**config.mk**
```make
export PLATFORM = sky130hd
export DESIGN_NAME = sram_host_ctrl
export DESIGN_NICKNAME = d
export VERILOG_FILES = /design/src/rtl/sram_host_ctrl.sv
export SDC_FILE = /design/constraint.sdc
export NUM_CORES = 1
export LEC_CHECK = 0
export BUFFER_PORTS_ARGS = -buffer_cell sky130_fd_sc_hd__clkbuf_2
export CORE_MARGIN = 5
export CORE_UTILIZATION = 38
export CTS_BUF_LIST = sky130_fd_sc_hd__clkbuf_2 sky130_fd_sc_hd__clkbuf_4 sky130_fd_sc_hd__clkbuf_8
export CTS_CLUSTER_SIZE = 10
export DETAILED_ROUTE_END_ITERATION = 8
export GPL_TIMING_DRIVEN = 0
export HOLD_SLACK_MARGIN = 0.1
export PLACE_DENSITY = 0.76
export SETUP_SLACK_MARGIN = 0.02
export SLEW_MARGIN = 40
export SYNTH_ARGS = -nofsm -noshare
export SYNTH_HDL_FRONTEND = slang
export SYNTH_SLANG_ARGS = --single-unit
```
**constraint.sdc**
```tcl
create_clock -name clk -period 1.94 [get_ports clk]
set_input_delay 0.388 -clock clk [delete_from_list [all_inputs] [get_ports clk]]
set_output_delay 0.388 -clock clk [all_outputs]
set_load 0.03 [all_outputs]
```
**src/rtl/sram_host_ctrl.sv**
```systemverilog
// Burst initiator driving a single-port SRAM (write at negedge, combinational read).
// Optional macro SRAM_HOST_BOUND_CHK_EN drops bursts that would run past the last word.
`timescale 1ns/1ps
module sram_host_ctrl #(
  parameter int WIDTH = 8,
  parameter int DEPTH = 32,
  parameter int AW    = $clog2(DEPTH),
  parameter int LEN_W = 4
) (
  input  logic             clk,
  input  logic             rst,
  input  logic             cmd_valid,
  output logic             cmd_ready,
  input  logic             cmd_wr,
  input  logic [AW-1:0]    cmd_addr,
  input  logic [LEN_W-1:0] cmd_len,
  input  logic             wdata_valid,
  output logic             wdata_ready,
  input  logic [WIDTH-1:0] wdata,
  output logic             rsp_valid,
  input  logic             rsp_ready,
  output logic [WIDTH-1:0] rsp_data,
  output logic             rsp_last,
  output logic             busy,
  output logic             cmd_err,
  output logic             sram_en,
  output logic             sram_wr,
  output logic [DEPTH-1:0] sram_addr,
  output logic [WIDTH-1:0] sram_wdata,
  input  logic [WIDTH-1:0] sram_rdata
);

  typedef enum logic [2:0] {
    IDLE    = 3'd0,
    WR_WAIT = 3'd1,
    WR_DO   = 3'd2,
    RD_DO   = 3'd3,
    RD_RESP = 3'd4
  } state_t;

  localparam logic [AW-1:0] ADDR_ONE = {{(AW-1){1'b0}}, 1'b1};
  localparam logic [LEN_W-1:0] LEN_ONE = {{(LEN_W-1){1'b0}}, 1'b1};

  state_t           state_r, state_s;
  logic [AW-1:0]    addr_r, addr_s;
  logic [LEN_W-1:0] rem_r, rem_s;
  logic             cmd_ready_r, wdata_ready_r, rsp_valid_r, rsp_last_r;
  logic             busy_r, cmd_err_r, sram_en_r, sram_wr_r;
  logic [WIDTH-1:0] rsp_data_r, sram_wdata_r;
  logic [DEPTH-1:0] sram_addr_r;
  logic             cmd_fire_s, wdata_fire_s, rsp_fire_s, bound_err_s;

  assign cmd_fire_s   = cmd_valid && cmd_ready_r;
  assign wdata_fire_s = wdata_valid && wdata_ready_r;
  assign rsp_fire_s   = rsp_valid_r && rsp_ready;

`ifdef SRAM_HOST_BOUND_CHK_EN
  localparam logic [AW+LEN_W:0] LAST_ADDR = (AW+LEN_W+1)'(DEPTH-1);
  logic [AW+LEN_W:0] end_addr_s;
  assign end_addr_s  = {{(LEN_W+1){1'b0}}, cmd_addr} + {{(AW+1){1'b0}}, cmd_len};
  assign bound_err_s = (end_addr_s > LAST_ADDR);
`else
  assign bound_err_s = 1'b0;
`endif

  // Next-state, address and beat-count computation
  always_comb begin
    state_s = state_r;
    addr_s  = addr_r;
    rem_s   = rem_r;
    case (state_r)
      IDLE: begin
        if (cmd_fire_s && !bound_err_s) begin
          addr_s  = cmd_addr;
          rem_s   = cmd_len;
          state_s = cmd_wr ? WR_WAIT : RD_DO;
        end else begin
          state_s = IDLE;
        end
      end
      WR_WAIT: begin
        if (wdata_fire_s) begin
          state_s = WR_DO;
        end else begin
          state_s = WR_WAIT;
        end
      end
      WR_DO: begin
        if (rem_r == {LEN_W{1'b0}}) begin
          state_s = IDLE;
        end else begin
          addr_s  = addr_r + ADDR_ONE;
          rem_s   = rem_r - LEN_ONE;
          state_s = WR_WAIT;
        end
      end
      RD_DO: begin
        state_s = RD_RESP;
      end
      RD_RESP: begin
        if (!rsp_fire_s) begin
          state_s = RD_RESP;
        end else if (rsp_last_r) begin
          state_s = IDLE;
        end else begin
          addr_s  = addr_r + ADDR_ONE;
          rem_s   = rem_r - LEN_ONE;
          state_s = RD_DO;
        end
      end
      default: begin
        state_s = IDLE;
      end
    endcase
  end

  // State, counters and all outputs registered from the next state
  always_ff @(posedge clk or posedge rst) begin
    if (rst) begin
      state_r       <= IDLE;
      addr_r        <= {AW{1'b0}};
      rem_r         <= {LEN_W{1'b0}};
      cmd_ready_r   <= 1'b0;
      wdata_ready_r <= 1'b0;
      rsp_valid_r   <= 1'b0;
      rsp_data_r    <= {WIDTH{1'b0}};
      rsp_last_r    <= 1'b0;
      busy_r        <= 1'b0;
      cmd_err_r     <= 1'b0;
      sram_en_r     <= 1'b0;
      sram_wr_r     <= 1'b0;
      sram_addr_r   <= {DEPTH{1'b0}};
      sram_wdata_r  <= {WIDTH{1'b0}};
    end else begin
      state_r       <= state_s;
      addr_r        <= addr_s;
      rem_r         <= rem_s;
      cmd_ready_r   <= (state_s == IDLE);
      wdata_ready_r <= (state_s == WR_WAIT);
      busy_r        <= (state_s != IDLE);
      sram_en_r     <= (state_s == WR_DO) || (state_s == RD_DO);
      sram_wr_r     <= (state_s == WR_DO);
      cmd_err_r     <= cmd_fire_s && bound_err_s;
      if ((state_s == WR_DO) || (state_s == RD_DO)) begin
        sram_addr_r <= {{(DEPTH-AW){1'b0}}, addr_s};
      end
      if (wdata_fire_s) begin
        sram_wdata_r <= wdata;
      end
      // Read word is sampled at the edge that closes the RD_DO cycle
      if (state_r == RD_DO) begin
        rsp_data_r  <= sram_rdata;
        rsp_valid_r <= 1'b1;
        rsp_last_r  <= (rem_r == {LEN_W{1'b0}});
      end else if (rsp_fire_s) begin
        rsp_valid_r <= 1'b0;
      end
    end
  end

  assign cmd_ready   = cmd_ready_r;
  assign wdata_ready = wdata_ready_r;
  assign rsp_valid   = rsp_valid_r;
  assign rsp_data    = rsp_data_r;
  assign rsp_last    = rsp_last_r;
  assign busy        = busy_r;
  assign cmd_err     = cmd_err_r;
  assign sram_en     = sram_en_r;
  assign sram_wr     = sram_wr_r;
  assign sram_addr   = sram_addr_r;
  assign sram_wdata  = sram_wdata_r;

endmodule
```
[Word-level counts from Yosys, hierarchy flattened]
Cells that the tools add are included.
Operators by class
  equality and inequality tests: 11
  multiplexer cells: 19
  reduce and logical (&&, ||, !) cells: 11
  $add $sub $neg: 2
Operators by type and width (count)
  5-bit two-way mux: 4
  4-bit two-way mux: 4
  3-bit case mux with 5 select lines: 1
  5-bit case mux with 3 select lines: 1
  3-bit by 2-bit equality test with 1-bit output, second input constant: 4
  4-bit case mux with 3 select lines: 1
  2-bit two-way mux: 4
  2-bit != test, second input constant: 4
  3-bit by 1-bit equality test with 1-bit output, second input constant: 2
  3-bit logical NOT: 2
  3-bit nonzero test: 2
  5-bit by 1-bit adder with 5-bit output, second input constant: 1
  5-bit AND reduction: 1
  4-bit logical NOT: 1
  4-bit by 1-bit subtractor with 4-bit output, second input constant: 1
  3-bit equality test, second input constant: 1
  1-bit logical AND: 3
  1-bit two-way mux: 3
  3-bit two-way mux: 1
  2-bit nonzero test: 1
  1-bit logical OR: 1
Word-level totals
  output and inout bits: 56
  input port bits: 31
  logic and storage cells: 56
  register bits after elaboration: 40

[Depth between registers and ports, before layout]
Gate-level depths: netlist of run 1.
  depth after elaboration: 5
  depth in mapped cells: 6
  mapped depth without buffers: 6

[Least setup slack after synthesis of run 1]
OpenSTA, ideal clock, no wires.
  path type: register to register
  start point: reg rem_r[0]
  end point: reg busy_r, in the netlist busy
  stages on the path, launching flop included: 7
  period minus slack after synthesis: 1.941 ns
  arrival: 1.803 ns
  path slack: -0.001 ns
  library setup time: 0.139 ns
  required time: 1.801 ns
  path buffers: 0
  cell sequence: dfrtp_1 > inv_1 > ha_1 > or3b_1 > nand3_1 > nand2_1 > or4_1
On the way
  longest elaborated chain between the ends: 4
RTL lines
  start, declared: line 46  | logic [LEN_W-1:0] rem_r, rem_s;
  start signal, assigned: line 122  | rem_r <= {LEN_W{1'b0}};
  start signal, assigned: line 137  | rem_r <= rem_s;
  4-bit logical NOT: line 89  | if (rem_r == {LEN_W{1'b0}}) begin
  1-bit two-way mux: line 89
  3-bit case mux with 5 select lines: line 71  | case (state_r)
  3-bit nonzero test: line 140  | busy_r <= (state_s != IDLE);
  end signal, assigned: line 140
  end, declared: line 48  | logic busy_r, cmd_err_r, sram_en_r, sram_wr_r;
No other way between the ends.
A chain may end at the register's enable or synchronous reset.

[Worst setup path after layout of run 1]
  start point: reg rem_r[0]
  end point: reg sram_addr_r[4], in the netlist sram_addr[4]
On the way
  longest elaborated chain between the ends: 5
  elaborated cells on any way between the ends: 8
  those cells by class: eq/ne (2); mux (4); reduce/logical (2)
RTL lines
  4-bit logical NOT (*): line 89
  1-bit two-way mux: line 89
  3-bit case mux with 5 select lines: line 71
  3-bit by 2-bit equality test with 1-bit output: line 144  | if ((state_s == WR_DO) || (state_s == RD_DO)) begin
  1-bit logical OR: line 144
  end signal, assigned: line 132  | sram_addr_r <= {DEPTH{1'b0}};
  end signal, assigned: line 145  | sram_addr_r <= {{(DEPTH-AW){1'b0}}, addr_s};
  end, declared: line 50  | logic [DEPTH-1:0] sram_addr_r;
Every way passes the cells marked *; elsewhere a longest branch is shown, timed or not.

==> impl_metrics.sql, run 1 <==
INSERT INTO impl_metrics (metric_group, metric, value, unit) VALUES
('run_status', 'run_status', 'complete, no violations', ''),
('setup_path', 'worstSetupStartpointType', 'flop', ''),
('synthesis', 'synthArstFlopShare', '100', '%'),
('detailed_routing', 'drt-wirelength-per-cell', '13.9', 'um'),
('floorplanning', 'fp-row-count', '27', ''),
('setup_path', 'setup.worst_path.class', 'flop to flop', ''),
('cts', 'cts.sinks', '40', ''),
('grt', 'grt_pass1_vias', '1802', ''),
('grt', 'antenna_found_initial', '0', ''),
('grt', 'grt_start_max_net_pins', '41', ''),
('hold_path', 'holdCritPathClass', 'primary input to asynchronous set/reset pin', ''),
('floorplanning', 'boundaryPins', '87', ''),
('placed_design', 'gpl.final_weighted_congestion', '0.835', ''),
('detailed_routing', 'detailedRoute.firstIterationViolations', '116', ''),
('detailed_routing', 'route.vias.total', '1750', ''),
('detailed_routing', 'postRouteAntennaNets', '0', ''),
('grt', 'global_route.overflow_total', '0', ''),
('pwr', 'irDropWorstVdd', '0.890', 'mV'),
('detailed_routing', 'first_pass_drt_iterations', '5', ''),
('setup_path', 'timing.critical_path.to', 'sram_addr[4]$_DFFE_PP0P_', ''),
('setup_path', 'timing.critical_path.arrival', '2.10', 'ns'),
('synthesis', 'avgSynthCellArea', '10.9', 'um2'),
('synthesis', 'post-synth-top-area-cell', 'sky130_fd_sc_hd__dfrtp_1', ''),
('cts', 'cts_inserted_buffers', '5', ''),
('timing', 'max_slew_margin', '65.6', '%'),
('grt', 'global_route.usage.total', '14.4', '%'),
('floorplanning', 'die_width', '85.5', 'um'),
('cts', 'clockBufferDepth', '2', ''),
('timing', 'post-route-period-util', '97.2', '%'),
('synthesis', 'synth_simple_gate_area_share', '16.5', '%'),
('setup_path', 'worst-r2r-cell-count', '6', ''),
('layout', 'layout.nets', '330', ''),
('synthesis', 'synth.yosys.seq_area_share', '46.2', '%'),
('placed_design', 'dp_hpwl', '3950', 'um'),
('timing', 'final_hold_violation_count', '0', ''),
('floorplanning', 'starting_density_of_the_core', '39.3', '%'),
('setup_path', 'cp_data_required_time', '2.16', 'ns'),
('setup_path', 'worstSetupStartpoint', 'rem_r[0]$_DFFE_PP0P_', ''),
('synthesis', 'compound_gate_fraction_of_synth_area', '12.5', '%'),
('pwr', 'fin_total_pwr', '4.98', 'mW'),
('layout', 'final_design_area_no_fill', '0.00288', 'mm2'),
('grt', 'grt_first_pass_wirelength', '8560', 'um'),
('timing', 'fin_crit', '1.88', 'ns'),
('layout', 'post_route_cells_drive_above_1_share', '45.3', '%'),
('layout', 'commonest_cells_after_routing_fill_and_taps_aside', 'sky130_fd_sc_hd__clkbuf_2 (58), sky130_fd_sc_hd__dfrtp_1 (40), sky130_fd_sc_hd__buf_4 (35), sky130_fd_sc_hd__conb_1 (28), sky130_fd_sc_hd__mux2_2 (16)', ''),
('detailed_routing', 'routed_via_density', '4.73', ''),
('layout', 'area_growth_from_synthesis_to_layout', '32.8', '%'),
('synthesis', 'synth.area.top_cells', 'sky130_fd_sc_hd__dfrtp_1 (46%), sky130_fd_sc_hd__buf_4 (10%), sky130_fd_sc_hd__mux2_2 (8.3%)', ''),
('timing', 'tightestPinTransition', '0.517', 'ns'),
('floorplanning', 'core_area', '0.00551', 'mm2'),
('cts', 'clock_insertion_delay_worst_skew', '0.29', 'ns'),
('synthesis', 'synth.top_cell.area_share', '46.2', '%'),
('timing', 'final-max-slew-violation-count', '0', ''),
('cts', 'htree_levels', '2', ''),
('synthesis', 'multiplexer_fraction_of_the_synthesized_cell_area', '9.71', '%'),
('timing', 'achievable-frequency', '531', 'MHz'),
('synthesis', 'yosys_warnings', '0', ''),
('timing', 'setup_repair_after_global_routing_missed_its_margin', 'yes', ''),
('pwr', 'p_leak', '1.48', 'nW'),
('timing', 'fin_worst_skew', '0.00893', 'ns'),
('timing', 'worst_slack_on_hold_paths', '0.111', 'ns'),
('setup_path', 'critical_path.endpoint_type', 'flop', ''),
('synthesis', 'mappedNetlistArea', '0.00217', 'mm2'),
('timing', 'finalSetupViolations', '0', ''),
('placed_design', 'port-buffer-count', '58', ''),
('synthesis', 'edff_count_synth', '0', ''),
('layout', 'layout.cells.most_common', 'sky130_fd_sc_hd__clkbuf_2', ''),
('flow_run', 'maxCapViolCount', '0', ''),
('floorplanning', 'die-height', '85.5', 'um'),
('cts', 'cts_tree', 'built', ''),
('detailed_routing', 'detail_route.drc_violations', '0', '');
-- per-layer routing --
layer	up-vias	wire, um	global-route usage [%]
li1	864	-	-
met1	808	2150	17.6
met2	76	2470	24.0
met3	2	521	5.86
met4	0	15	2.59
met5	-	0	0
-- cell families (layout without fill, tap and decap cells) --
kind of cell | Yosys count | count (layout)
other | 1 | 28
multiplexers | 19 | 19
AO/OA/AOI/OAI | 31 | 31
buffers and inverters | 46 | 118
adder cells (fa/ha/maj) | 2 | 2
AND/OR/NAND/NOR | 59 | 59
flip-flops | 40 | 40
XOR/XNOR | 1 | 1
-- cell type report --
| class | instances | area, um2 |
|---|---|---|
| buffer | 33 | 240 |
| clock buffer | 5 | 68.8 |
| clock inverter | 3 | 42.5 |
| fill | 522 | 2630 |
| inverter | 13 | 51.3 |
| multi-input combinational | 140 | 1050 |
| sequential | 40 | 1000 |
| tap | 72 | 90.1 |
| timing repair buffer | 64 | 335 |
-- Yosys cell counts (2+ instances only) --
cell / number
sky130_fd_sc_hd__o41ai_1: 2
sky130_fd_sc_hd__a21oi_1: 4
sky130_fd_sc_hd__nand2b_1: 3
sky130_fd_sc_hd__nor3_1: 6
sky130_fd_sc_hd__nor3b_1: 2
sky130_fd_sc_hd__o22ai_1: 2
sky130_fd_sc_hd__o21ai_0: 4
sky130_fd_sc_hd__and4_1: 3
sky130_fd_sc_hd__a2bb2oi_1: 2
sky130_fd_sc_hd__mux2i_1: 3
sky130_fd_sc_hd__or3_1: 8
sky130_fd_sc_hd__nor2_1: 3
sky130_fd_sc_hd__buf_4: 29
sky130_fd_sc_hd__o41a_1: 4
sky130_fd_sc_hd__nand3_1: 5
sky130_fd_sc_hd__a211oi_1: 3
sky130_fd_sc_hd__and3_1: 3
sky130_fd_sc_hd__or3b_1: 2
sky130_fd_sc_hd__clkbuf_1: 2
sky130_fd_sc_hd__dfrtp_1: 40
sky130_fd_sc_hd__a32o_1: 3
sky130_fd_sc_hd__ha_1: 2
sky130_fd_sc_hd__mux2_2: 16
sky130_fd_sc_hd__inv_1: 12
sky130_fd_sc_hd__nand2_1: 13
-- metrics by stage --
step	setup WS, ns	util (%)	setup TNS, ns	std cells
6_report	0.0551	52.2	0	370
5_1_grt	0.00748	52.2	0	370
4_1_cts	0.0343	51.3	0	367
3_5_place_dp	-0.184	48.2	-1.26	356
3_3_place_gp	-0.153	48.2	-0.917	356
2_1_floorplan	0.0423	-	0	226
-- worst min path at each step --
| stage | from | endpoint | slack, ns | depth (start not counted) |
|---|---|---|---|---|
| floorplan | rsp_ready | rsp_valid$_DFFE_PP0P_ | 0.50 | 1 |
| global placement | rsp_data[2]$_DFFE_PP0P_ | rsp_data[2]$_DFFE_PP0P_ | 0.49 | 1 |
| detailed placement | rst | sram_wdata[1]$_DFFE_PP0P_ | 0.45 | 2 |
| CTS | rst | sram_wdata[1]$_DFFE_PP0P_ | 0.13 | 2 |
| global route | rst | sram_wdata[5]$_DFFE_PP0P_ | 0.16 | 2 |
| finish | rst | rsp_data[2]$_DFFE_PP0P_ | 0.11 | 2 |
-- where the power goes --
part	total (mW)	internal (mW)	switching [mW]	leakage, nW
sequential	1.53	1.24	0.289	0.473
clock	0.695	0.381	0.314	0.0541
combinational	2.75	1.08	1.67	0.949
-- state kept, by name, summed over array words and instances, names as in the netlist --
name	cells
sram_en	1
wdata_ready	1
busy	1
sram_wdata	8
rsp_last	1
rsp_valid	1
sram_addr	5
cmd_ready	1
addr_r	5
rem_r	4
sram_wr	1
rsp_data	8
state_r	3
-- worst max-delay path, stage by stage, from the launching register on --
cell and delay (ns):
sky130_fd_sc_hd__dfrtp_1 0.42, sky130_fd_sc_hd__inv_2 0.10, sky130_fd_sc_hd__ha_4 0.14, sky130_fd_sc_hd__or3b_4 0.41
sky130_fd_sc_hd__a2bb2oi_2 0.33, sky130_fd_sc_hd__a32o_1 0.24, sky130_fd_sc_hd__o41a_1 0.17
-- timing repair --
item | CTS | global route
gates cloned | 0 | 0
buffers inserted | 3 | 3
setup endpoints to repair | 10 | 9
hold buffers | 0 | 0
pin swaps | 2 | 2
resized for setup | 9 | 5
Power figures use the tool's default switching activity.
==> inputs of run 2 (changes only) <==
--- a/config.mk
+++ b/config.mk
@@ -5,6 +5,7 @@
 export SDC_FILE = /design/constraint.sdc
 export NUM_CORES = 1
 export LEC_CHECK = 0
+export ABC_AREA = 1
 export BUFFER_PORTS_ARGS = -buffer_cell sky130_fd_sc_hd__clkbuf_2
 export CORE_MARGIN = 5
 export CORE_UTILIZATION = 38
@@ -13,7 +14,7 @@
 export DETAILED_ROUTE_END_ITERATION = 8
 export GPL_TIMING_DRIVEN = 0
 export HOLD_SLACK_MARGIN = 0.1
-export PLACE_DENSITY = 0.76
+export PLACE_DENSITY = 0.77
 export SETUP_SLACK_MARGIN = 0.02
 export SLEW_MARGIN = 40
 export SYNTH_ARGS = -nofsm -noshare
==> run 2 against run 1 <==
Sequential power decreased by 7%. Maximum frequency is 22% higher. Setup slack better by 0.34 ns. Cell area down 9.6%. Critical path depth up 2. Utilization shrank 1.9 points. First-iteration DRC count is 45% lower. Total power fell by 15%. Synthesized cell count is 14% higher. Area after synthesis decreased by 6.0%. Register-to-register slack improved by 0.34 ns. Critical endpoint unchanged. Largest power group unchanged.
==> impl_metrics.sql, run 2 <==
INSERT INTO impl_metrics (metric_group, metric, value, unit) VALUES
('setup_path', 'timing.critical_path.arrival', '1.72', 'ns'),
('layout', 'antenna_cells', '0', ''),
('run_status', 'run_status', 'complete, no violations', ''),
('synthesis', 'synth.ff_latch_count', '40', ''),
('timing', 'max_slew_margin', '65.8', '%'),
('layout', 'final_design_area_no_fill', '0.00260', 'mm2'),
('timing', 'final-max-slew-violation-count', '0', ''),
('pwr', 'power_per_cell_area', '1630', 'mW/mm2'),
('floorplanning', 'die_width', '83.2', 'um'),
('setup_path', 'worst_path_most_repeated_cell', 'sky130_fd_sc_hd__nand2_1', ''),
('timing', 'fin_crit', '1.54', 'ns'),
('timing', 'final_hold_violation_count', '0', ''),
('setup_path', 'crit_path_max_fanout', '9', ''),
('setup_path', 'critical_path.endpoint_type', 'flop', ''),
('cts', 'cts_tree', 'built', ''),
('floorplanning', 'die-height', '83.2', 'um'),
('placed_design', 'dp_hpwl', '3380', 'um'),
('detailed_routing', 'routed_wl', '4310', 'um'),
('grt', 'grt_pass1_vias', '1672', ''),
('cts', 'number_of_gates_given_a_new_drive_strength_after_cts', '0', ''),
('timing', 'achievable-frequency', '649', 'MHz'),
('cts', 'register_clock_pin_slew_on_the_reported_worst_setup_and_hold_paths', '0.08', 'ns'),
('cts', 'postCtsHoldBufs', '0', ''),
('synthesis', 'synth_commonest_cells', 'sky130_fd_sc_hd__nand2_1 (67), sky130_fd_sc_hd__dfrtp_1 (40), sky130_fd_sc_hd__buf_4 (28)', ''),
('synthesis', 'synth.area.top_cells', 'sky130_fd_sc_hd__dfrtp_1 (49%), sky130_fd_sc_hd__nand2_1 (12%), sky130_fd_sc_hd__buf_4 (10%)', ''),
('grt', 'global_route.usage.total', '13.2', '%'),
('timing', 'setup_repair_after_global_routing_missed_its_margin', 'no', ''),
('synthesis', 'synth.top_cell.area_share', '49.1', '%'),
('cts', 'cts_inserted_buffers', '5', ''),
('setup_path', 'setup.worst_path.class', 'flop to flop', ''),
('synthesis', 'mappedNetlistArea', '0.00204', 'mm2'),
('cts', 'clock_insertion_delay_worst_skew', '0.29', 'ns'),
('detailed_routing', 'first_pass_drt_iterations', '4', ''),
('timing', 'setup-tns-final', '0', 'ns'),
('layout', 'layout.area.seq', '0.00100', 'mm2'),
('synthesis', 'synthDistinctLibCells', '26', ''),
('pwr', 'p_leak', '1.52', 'nW'),
('setup_path', 'worst_r2r_setup_slack', '0.40', 'ns'),
('placed_design', 'gpl.final_weighted_congestion', '0.861', ''),
('pwr', 'net-switching-power', '2.05', 'mW'),
('synthesis', 'yosys_warnings', '0', ''),
('setup_path', 'worstSetupStartpointType', 'flop', ''),
('pwr', 'cell_internal_pwr', '2.18', 'mW'),
('flow_run', 'maxCapViolCount', '0', ''),
('grt', 'global_route.overflow_total', '0', ''),
('timing', 'fin_worst_skew', '0.0107', 'ns'),
('cts', 'cts.sinks', '40', ''),
('floorplanning', 'starting_density_of_the_core', '39.4', '%'),
('setup_path', 'crit_path_cell_trace', 'nor2_2, nand2_2, nor2_8, inv_2, o21ai_4, inv_4, nand2_1, nand2_1', ''),
('detailed_routing', 'detail_route.drc_violations', '0', ''),
('timing', 'finalSetupViolations', '0', ''),
('layout', 'area_growth_from_synthesis_to_layout', '27.6', '%'),
('detailed_routing', 'postRouteAntennaNets', '0', ''),
('detailed_routing', 'drt-wirelength-per-cell', '11.1', 'um'),
('synthesis', 'avgSynthCellArea', '9.01', 'um2'),
('cts', 'clockBufferDepth', '2', ''),
('grt', 'antenna_found_initial', '0', ''),
('floorplanning', 'fp-row-count', '26', ''),
('cts', 'cts-root-buf', 'sky130_fd_sc_hd__clkbuf_8', ''),
('layout', 'commonest_cells_after_routing_fill_and_taps_aside', 'sky130_fd_sc_hd__nand2_1 (67), sky130_fd_sc_hd__clkbuf_2 (58), sky130_fd_sc_hd__dfrtp_1 (40), sky130_fd_sc_hd__buf_4 (28), sky130_fd_sc_hd__conb_1 (28)', ''),
('cts', 'htree_levels', '2', ''),
('synthesis', 'synth.yosys.seq_area_share', '49.1', '%'),
('detailed_routing', 'routed_via_density', '4.20', ''),
('detailed_routing', 'route.vias.total', '1630', ''),
('hold_path', 'holdCritPathClass', 'primary input to asynchronous set/reset pin', ''),
('detailed_routing', 'detailedRoute.firstIterationViolations', '64', ''),
('placed_design', 'port-buffer-count', '58', ''),
('grt', 'grt_start_max_net_pins', '41', ''),
('pwr', 'power.switching_fraction', '48.5', '%'),
('pwr', 'irDropWorstVdd', '1.03', 'mV'),
('pwr', 'power.clock.fraction', '12.7', '%'),
('synthesis', 'ys.flop_type', 'sky130_fd_sc_hd__dfrtp_1', ''),
('floorplanning', 'boundaryPins', '87', ''),
('layout', 'layout.cells.most_common', 'sky130_fd_sc_hd__nand2_1', ''),
('pwr', 'comb_power_share', '53.7', '%'),
('synthesis', 'edff_count_synth', '0', ''),
('synthesis', 'post_synth_inst_count', '226', ''),
('synthesis', 'synthArstFlopShare', '100', '%'),
('synthesis', 'post-synth-top-area-cell', 'sky130_fd_sc_hd__dfrtp_1', ''),
('setup_path', 'critical_path.slowest_cell', 'sky130_fd_sc_hd__dfrtp_1', ''),
('layout', 'final_layout_fill_cell_count', '521', ''),
('pwr', 'share_seq_of_total_power', '33.5', '%'),
('timing', 'post-route-period-util', '79.4', '%'),
('cts', 'number_of_post_cts_setup_repair_buffers', '0', ''),
('floorplanning', 'floorplan.die_area', '0.00692', 'mm2'),
('grt', 'grt_first_pass_wirelength', '7670', 'um'),
('placed_design', 'dpl-instance-area', '0.00252', 'mm2'),
('floorplanning', 'core_area', '0.00517', 'mm2'),
('setup_path', 'max_stage_delay', '0.43', 'ns'),
('setup_path', 'cp_data_required_time', '2.12', 'ns'),
('layout', 'layout.nets', '351', ''),
('layout', 'multi_input_comb_area', '833', 'um2'),
('layout', 'post_route_cells_drive_above_1_share', '40.9', '%'),
('synthesis', 'synth_most_common_cell', 'sky130_fd_sc_hd__nand2_1', ''),
('timing', 'tightestPinTransition', '0.512', 'ns');
## run 2: changes by cell type in the layout (fill, tap and decap cells not counted), moves of 4 or more
cell                      delta
sky130_fd_sc_hd__nand2_1    +55
sky130_fd_sc_hd__nor2_2      +7
sky130_fd_sc_hd__nor3_1      -6
sky130_fd_sc_hd__o41a_1      -4
sky130_fd_sc_hd__mux2_2      -8
sky130_fd_sc_hd__nand2_2     +8
sky130_fd_sc_hd__or3_1       -8
sky130_fd_sc_hd__buf_4       -7
sky130_fd_sc_hd__inv_1       +7
sky130_fd_sc_hd__nor2_1      +5
sky130_fd_sc_hd__o21ai_0     +6
## run 2: worst max-delay path: cells and delay by family, from the launching register on
kind,cells,cell delay (ns)
and+or+nand+nor,5,0.56
AOI/OAI and AO/OA,1,0.28
buffers and inverters,2,0.15
DFF,1,0.43
## run 2: power groups by stage
stage | Sequential (mW) | Clock [mW] | Combinational (mW)
2_1_floorplan | 1.95 | 0 | 1.21
3_3_place_gp | 1.42 | 0 | 2.25
3_5_place_dp | 1.44 | 0 | 2.29
4_1_cts | 1.42 | 0.557 | 2.31
5_1_grt | 1.47 | 0.593 | 2.53
6_report | 1.42 | 0.539 | 2.28
## run 2: logic make-up (layout without fill, tap and decap cells)
family	Yosys count	in the layout	share of synthesized area, %
simple gates	104	104	24.0
compound gates	18	18	5.71
mux	8	8	4.42
flops	40	40	49.1
buf+inv	52	117	14.9
xor+xnor	1	1	0.430
fa+ha+maj	2	2	1.23
other cells	1	28	0.184
## run 2: final timing paths
kind,endpoint,cells past startpoint,startpoint
worst max-delay path,sram_addr[4]$_DFFE_PP0P_,8,state_r[1]$_DFF_PP0_
worst min-delay path,sram_wr$_DFF_PP0_,2,rst
worst max register to register,sram_addr[4]$_DFFE_PP0P_,8,state_r[1]$_DFF_PP0_
worst min register to register,rsp_data[0]$_DFFE_PP0P_,2,rsp_data[0]$_DFFE_PP0P_
max in group asynchronous,sram_addr[4]$_DFFE_PP0P_,2,rst
min in group clk,rsp_data[0]$_DFFE_PP0P_,3,sram_rdata[0]
## run 2: final cells by class
type	count	share of cell area, %
plain buffers	29	8.28
inverters	23	3.51
clock buffers	6	2.94
well taps	70	3.37
multi-input cells	161	32.1
clock inverters	1	0.192
flip-flops and latches	40	38.5
repair buffers	58	11.2
## run 2: routing by layer
metal / vias to the layer above / GRT usage [%] / wire, um
met4: 0 / 3.86 / 46
met1: 736 / 16.0 / 1760
met5: - / 0 / 0
li1: 833 / - / -
met3: 7 / 4.36 / 346
met2: 54 / 22.4 / 2150
## run 2: stage by stage
| step | power (mW) | hold slack, ns | utilization [%] | cells | setup WS (ns) |
|---|---|---|---|---|---|
| floorplan | 3.16 | 0.462 | - | 253 | 0.449 |
| finish | 4.24 | 0.115 | 50.3 | 388 | 0.400 |
| global route | 4.60 | 0.165 | 50.3 | 388 | 0.146 |
| global placement | 3.66 | 0.455 | 48.6 | 381 | 0.0824 |
| detailed placement | 3.73 | 0.456 | 48.7 | 381 | 0.271 |
| CTS | 4.29 | 0.136 | 50.3 | 388 | 0.373 |
==> inputs of run 3 (changes only) <==
--- a/config.mk
+++ b/config.mk
@@ -14,7 +14,7 @@
 export DETAILED_ROUTE_END_ITERATION = 8
 export GPL_TIMING_DRIVEN = 0
 export HOLD_SLACK_MARGIN = 0.1
-export PLACE_DENSITY = 0.77
+export PLACE_DENSITY = 0.74
 export SETUP_SLACK_MARGIN = 0.02
 export SLEW_MARGIN = 40
 export SYNTH_ARGS = -nofsm -noshare
==> constraint.sdc (replaced) <==
create_clock -name clk -period 1.51 [get_ports clk]
set_input_delay 0.302 -clock clk [delete_from_list [all_inputs] [get_ports clk]]
set_output_delay 0.302 -clock clk [all_outputs]
set_load 0.03 [all_outputs]
==> run 3 against run 2 <==
The run now ends with negative setup slack left. Count of clock-buffer cells in the layout fell by 1. Via count is 7.3% higher. Utilization is 6.8 points higher. Global-route usage is essentially flat. Clock skew down 0.0048 ns. Clock power up 89%.
==> impl_metrics.sql, run 3 (synthesis gave the netlist of run 2 again) <==
INSERT INTO impl_metrics (metric_group, metric, value, unit) VALUES
('setup_path', 'cp_data_required_time', '1.69', 'ns'),
('layout', 'antenna_cells', '0', ''),
('detailed_routing', 'drt-wirelength-per-cell', '11.9', 'um'),
('detailed_routing', 'routed_wl', '4750', 'um'),
('grt', 'grt_first_pass_wirelength', '7570', 'um'),
('floorplanning', 'starting_density_of_the_core', '39.4', '%'),
('grt', 'grt_start_max_net_pins', '41', ''),
('detailed_routing', 'routed_via_density', '4.37', ''),
('layout', 'final_layout_fill_cell_count', '446', ''),
('placed_design', 'port-buffer-count', '58', ''),
('setup_path', 'cp.buffers_inverters', '3', ''),
('cts', 'register_clock_pin_slew_on_the_reported_worst_setup_and_hold_paths', '0.08', 'ns'),
('layout', 'final_design_area_no_fill', '0.00295', 'mm2'),
('timing', 'setup_slack', '-0.0221', 'ns'),
('timing', 'fin_crit', '1.53', 'ns'),
('hold_path', 'number_of_stages_on_the_worst_hold_path', '3', ''),
('layout', 'area_growth_from_synthesis_to_layout', '44.8', '%'),
('detailed_routing', 'detailedRoute.firstIterationViolations', '104', ''),
('detailed_routing', 'postRouteAntennaNets', '0', ''),
('floorplanning', 'floorplan.die_area', '0.00692', 'mm2'),
('grt', 'antenna_found_initial', '0', ''),
('run_status', 'violations', 'negative setup slack', ''),
('cts', 'cts_tree', 'built', ''),
('timing', 'final_hold_violation_count', '0', ''),
('setup_path', 'max_stage_delay', '0.45', 'ns'),
('layout', 'commonest_cells_after_routing_fill_and_taps_aside', 'sky130_fd_sc_hd__nand2_1 (60), sky130_fd_sc_hd__clkbuf_2 (58), sky130_fd_sc_hd__dfrtp_1 (37), sky130_fd_sc_hd__buf_4 (35), sky130_fd_sc_hd__conb_1 (28)', ''),
('grt', 'global_route.overflow_total', '0', ''),
('cts', 'htree_levels', '2', ''),
('floorplanning', 'fp-row-count', '26', ''),
('grt', 'grt_pass1_vias', '1672', ''),
('cts', 'cts-root-buf', 'sky130_fd_sc_hd__clkbuf_8', ''),
('setup_path', 'setup.worst_path.class', 'flop to flop', ''),
('pwr', 'power_per_cell_area', '2230', 'mW/mm2'),
('placed_design', 'dpl-instance-area', '0.00252', 'mm2'),
('layout', 'post_route_cells_drive_above_1_share', '49.7', '%'),
('run_status', 'run_status', 'finished, violations left', ''),
('setup_path', 'crit_path_cell_trace', 'buf_4, nand2_4, nor2_4, buf_4, o21ai_0, inv_1, a21boi_2, nand2_2, nand2_1, nand2_1', ''),
('cts', 'cts_inserted_buffers', '5', ''),
('detailed_routing', 'detail_route.drc_violations', '0', ''),
('hold_path', 'holdCritPathClass', 'primary input to flop', ''),
('cts', 'clock_insertion_delay_worst_skew', '0.29', 'ns'),
('setup_path', 'critical_path.endpoint_type', 'flop', ''),
('detailed_routing', 'first_pass_drt_iterations', '4', ''),
('layout', 'final-instance-count-excl-fill', '400', ''),
('detailed_routing', 'route.vias.total', '1749', ''),
('floorplanning', 'core_area', '0.00517', 'mm2'),
('timing', 'post-route-period-util', '101', '%'),
('setup_path', 'worst-r2r-cell-count', '10', ''),
('pwr', 'irDropWorstVdd', '1.05', 'mV'),
('layout', 'layout.nets', '363', ''),
('floorplanning', 'die-height', '83.2', 'um'),
('timing', 'finalSetupViolations', '5', ''),
('setup_path', 'worst_path_dominant_cell_family', 'flip-flops', ''),
('flow_run', 'maxCapViolCount', '0', ''),
('timing', 'final-max-slew-violation-count', '0', ''),
('layout', 'layout.cells.most_common', 'sky130_fd_sc_hd__nand2_1', ''),
('placed_design', 'gpl.final_weighted_congestion', '0.854', ''),
('timing', 'worst_slack_on_hold_paths', '0.208', 'ns'),
('floorplanning', 'die_width', '83.2', 'um'),
('placed_design', 'post-place-ws', '-0.0680', 'ns'),
('setup_path', 'crit_path_max_fanout', '3', ''),
('setup_path', 'worstSetupStartpointType', 'flop', ''),
('timing', 'setup_repair_after_global_routing_missed_its_margin', 'yes', ''),
('grt', 'global_route.usage.total', '13.2', '%'),
('timing', 'achievable-frequency', '653', 'MHz'),
('timing', 'fin_worst_skew', '0.00587', 'ns'),
('pwr', 'fin_total_pwr', '6.57', 'mW'),
('setup_path', 'timing.critical_path.arrival', '1.71', 'ns'),
('placed_design', 'dpl.cell_count', '381', ''),
('setup_path', 'path_depth', '10', ''),
('cts', 'clockBufferDepth', '2', ''),
('setup_path', 'critical_path.slowest_cell', 'sky130_fd_sc_hd__dfrtp_2', ''),
('cts', 'cts.sinks', '40', ''),
('pwr', 'p_leak', '1.64', 'nW'),
('placed_design', 'dp_hpwl', '3240', 'um'),
('floorplanning', 'boundaryPins', '87', '');
[run 3: cell types whose count changed in the layout (fill, tap and decap cells not counted), moves of 3 or more]
cell	previous run	this run
sky130_fd_sc_hd__o21ai_0	10	7
sky130_fd_sc_hd__dfrtp_2	0	3
sky130_fd_sc_hd__nor2_2	7	4
sky130_fd_sc_hd__dfrtp_1	40	37
sky130_fd_sc_hd__buf_4	28	35
sky130_fd_sc_hd__inv_4	2	5
sky130_fd_sc_hd__nor2_1	8	4
sky130_fd_sc_hd__inv_1	16	13
sky130_fd_sc_hd__nor2_4	0	7
sky130_fd_sc_hd__nand2_4	2	7
sky130_fd_sc_hd__nand2_1	67	60
[run 3: worst paths after layout]
| kind | slack, ns | from | to |
|---|---|---|---|
| max | -0.02 | state_r[1]$_DFF_PP0_ | sram_addr[2]$_DFFE_PP0P_ |
| min | 0.21 | sram_rdata[3] | rsp_data[3]$_DFFE_PP0P_ |
| max reg2reg | -0.02 | state_r[1]$_DFF_PP0_ | sram_addr[2]$_DFFE_PP0P_ |
| min reg2reg | 0.48 | sram_addr[2]$_DFFE_PP0P_ | sram_addr[2]$_DFFE_PP0P_ |
| max in group asynchronous | 0.56 | rst | state_r[2]$_DFF_PP0_ |
| min in group asynchronous | 0.58 | rst | sram_wdata[0]$_DFFE_PP0P_ |
[run 3: timing repair]
item	in CTS	in global routing
hold buffers	1	0
pin swaps	4	8
setup buffers	3	7
resized for setup	11	41
setup endpoints to repair	18	21
cloned	0	1
hold endpoints to repair	40	0
[run 3: metal layers]
metal,wire (um),vias to the layer above,GRT usage (%)
met4,23,0,3.57
met3,380,5,5.05
met2,2390,69,21.6
li1,-,864,-
met1,1950,811,16.2
met5,0,-,0
[run 3: through the flow]
| stage | TNS [ns] | util, % |
|---|---|---|
| 2_1_floorplan | 0 | - |
| 3_3_place_gp | -10.74 | 48.7 |
| 3_5_place_dp | -0.418 | 48.7 |
| 4_1_cts | 0 | 52.9 |
| 5_1_grt | -0.624 | 57.0 |
| 6_report | -0.0420 | 57.0 |
[run 3: cell type report]
class	instances	area [um2]	area share (%)
clock buffers	5	68.8	2.33
plain buffers	29	215	7.29
inverters	23	116	3.94
clock inverters	2	60.1	2.04
flip-flops and latches	40	1000	34.1
repair buffers	70	420	14.2
well taps	70	87.6	2.97
multi-input cells	161	977	33.1
[run 3: power breakdown]
| part | internal [mW] | total [mW] | switching, mW |
|---|---|---|---|
| registers | 1.57 | 1.89 | 0.314 |
| clock network | 0.650 | 1.02 | 0.365 |
| logic | 1.29 | 3.66 | 2.38 |
[run 3: worst min-delay path, delay by kind of cell]
family / cells / cell delay [ns]
buffers and inverters: 1 / 0.07
and+or+nand+nor: 2 / 0.09
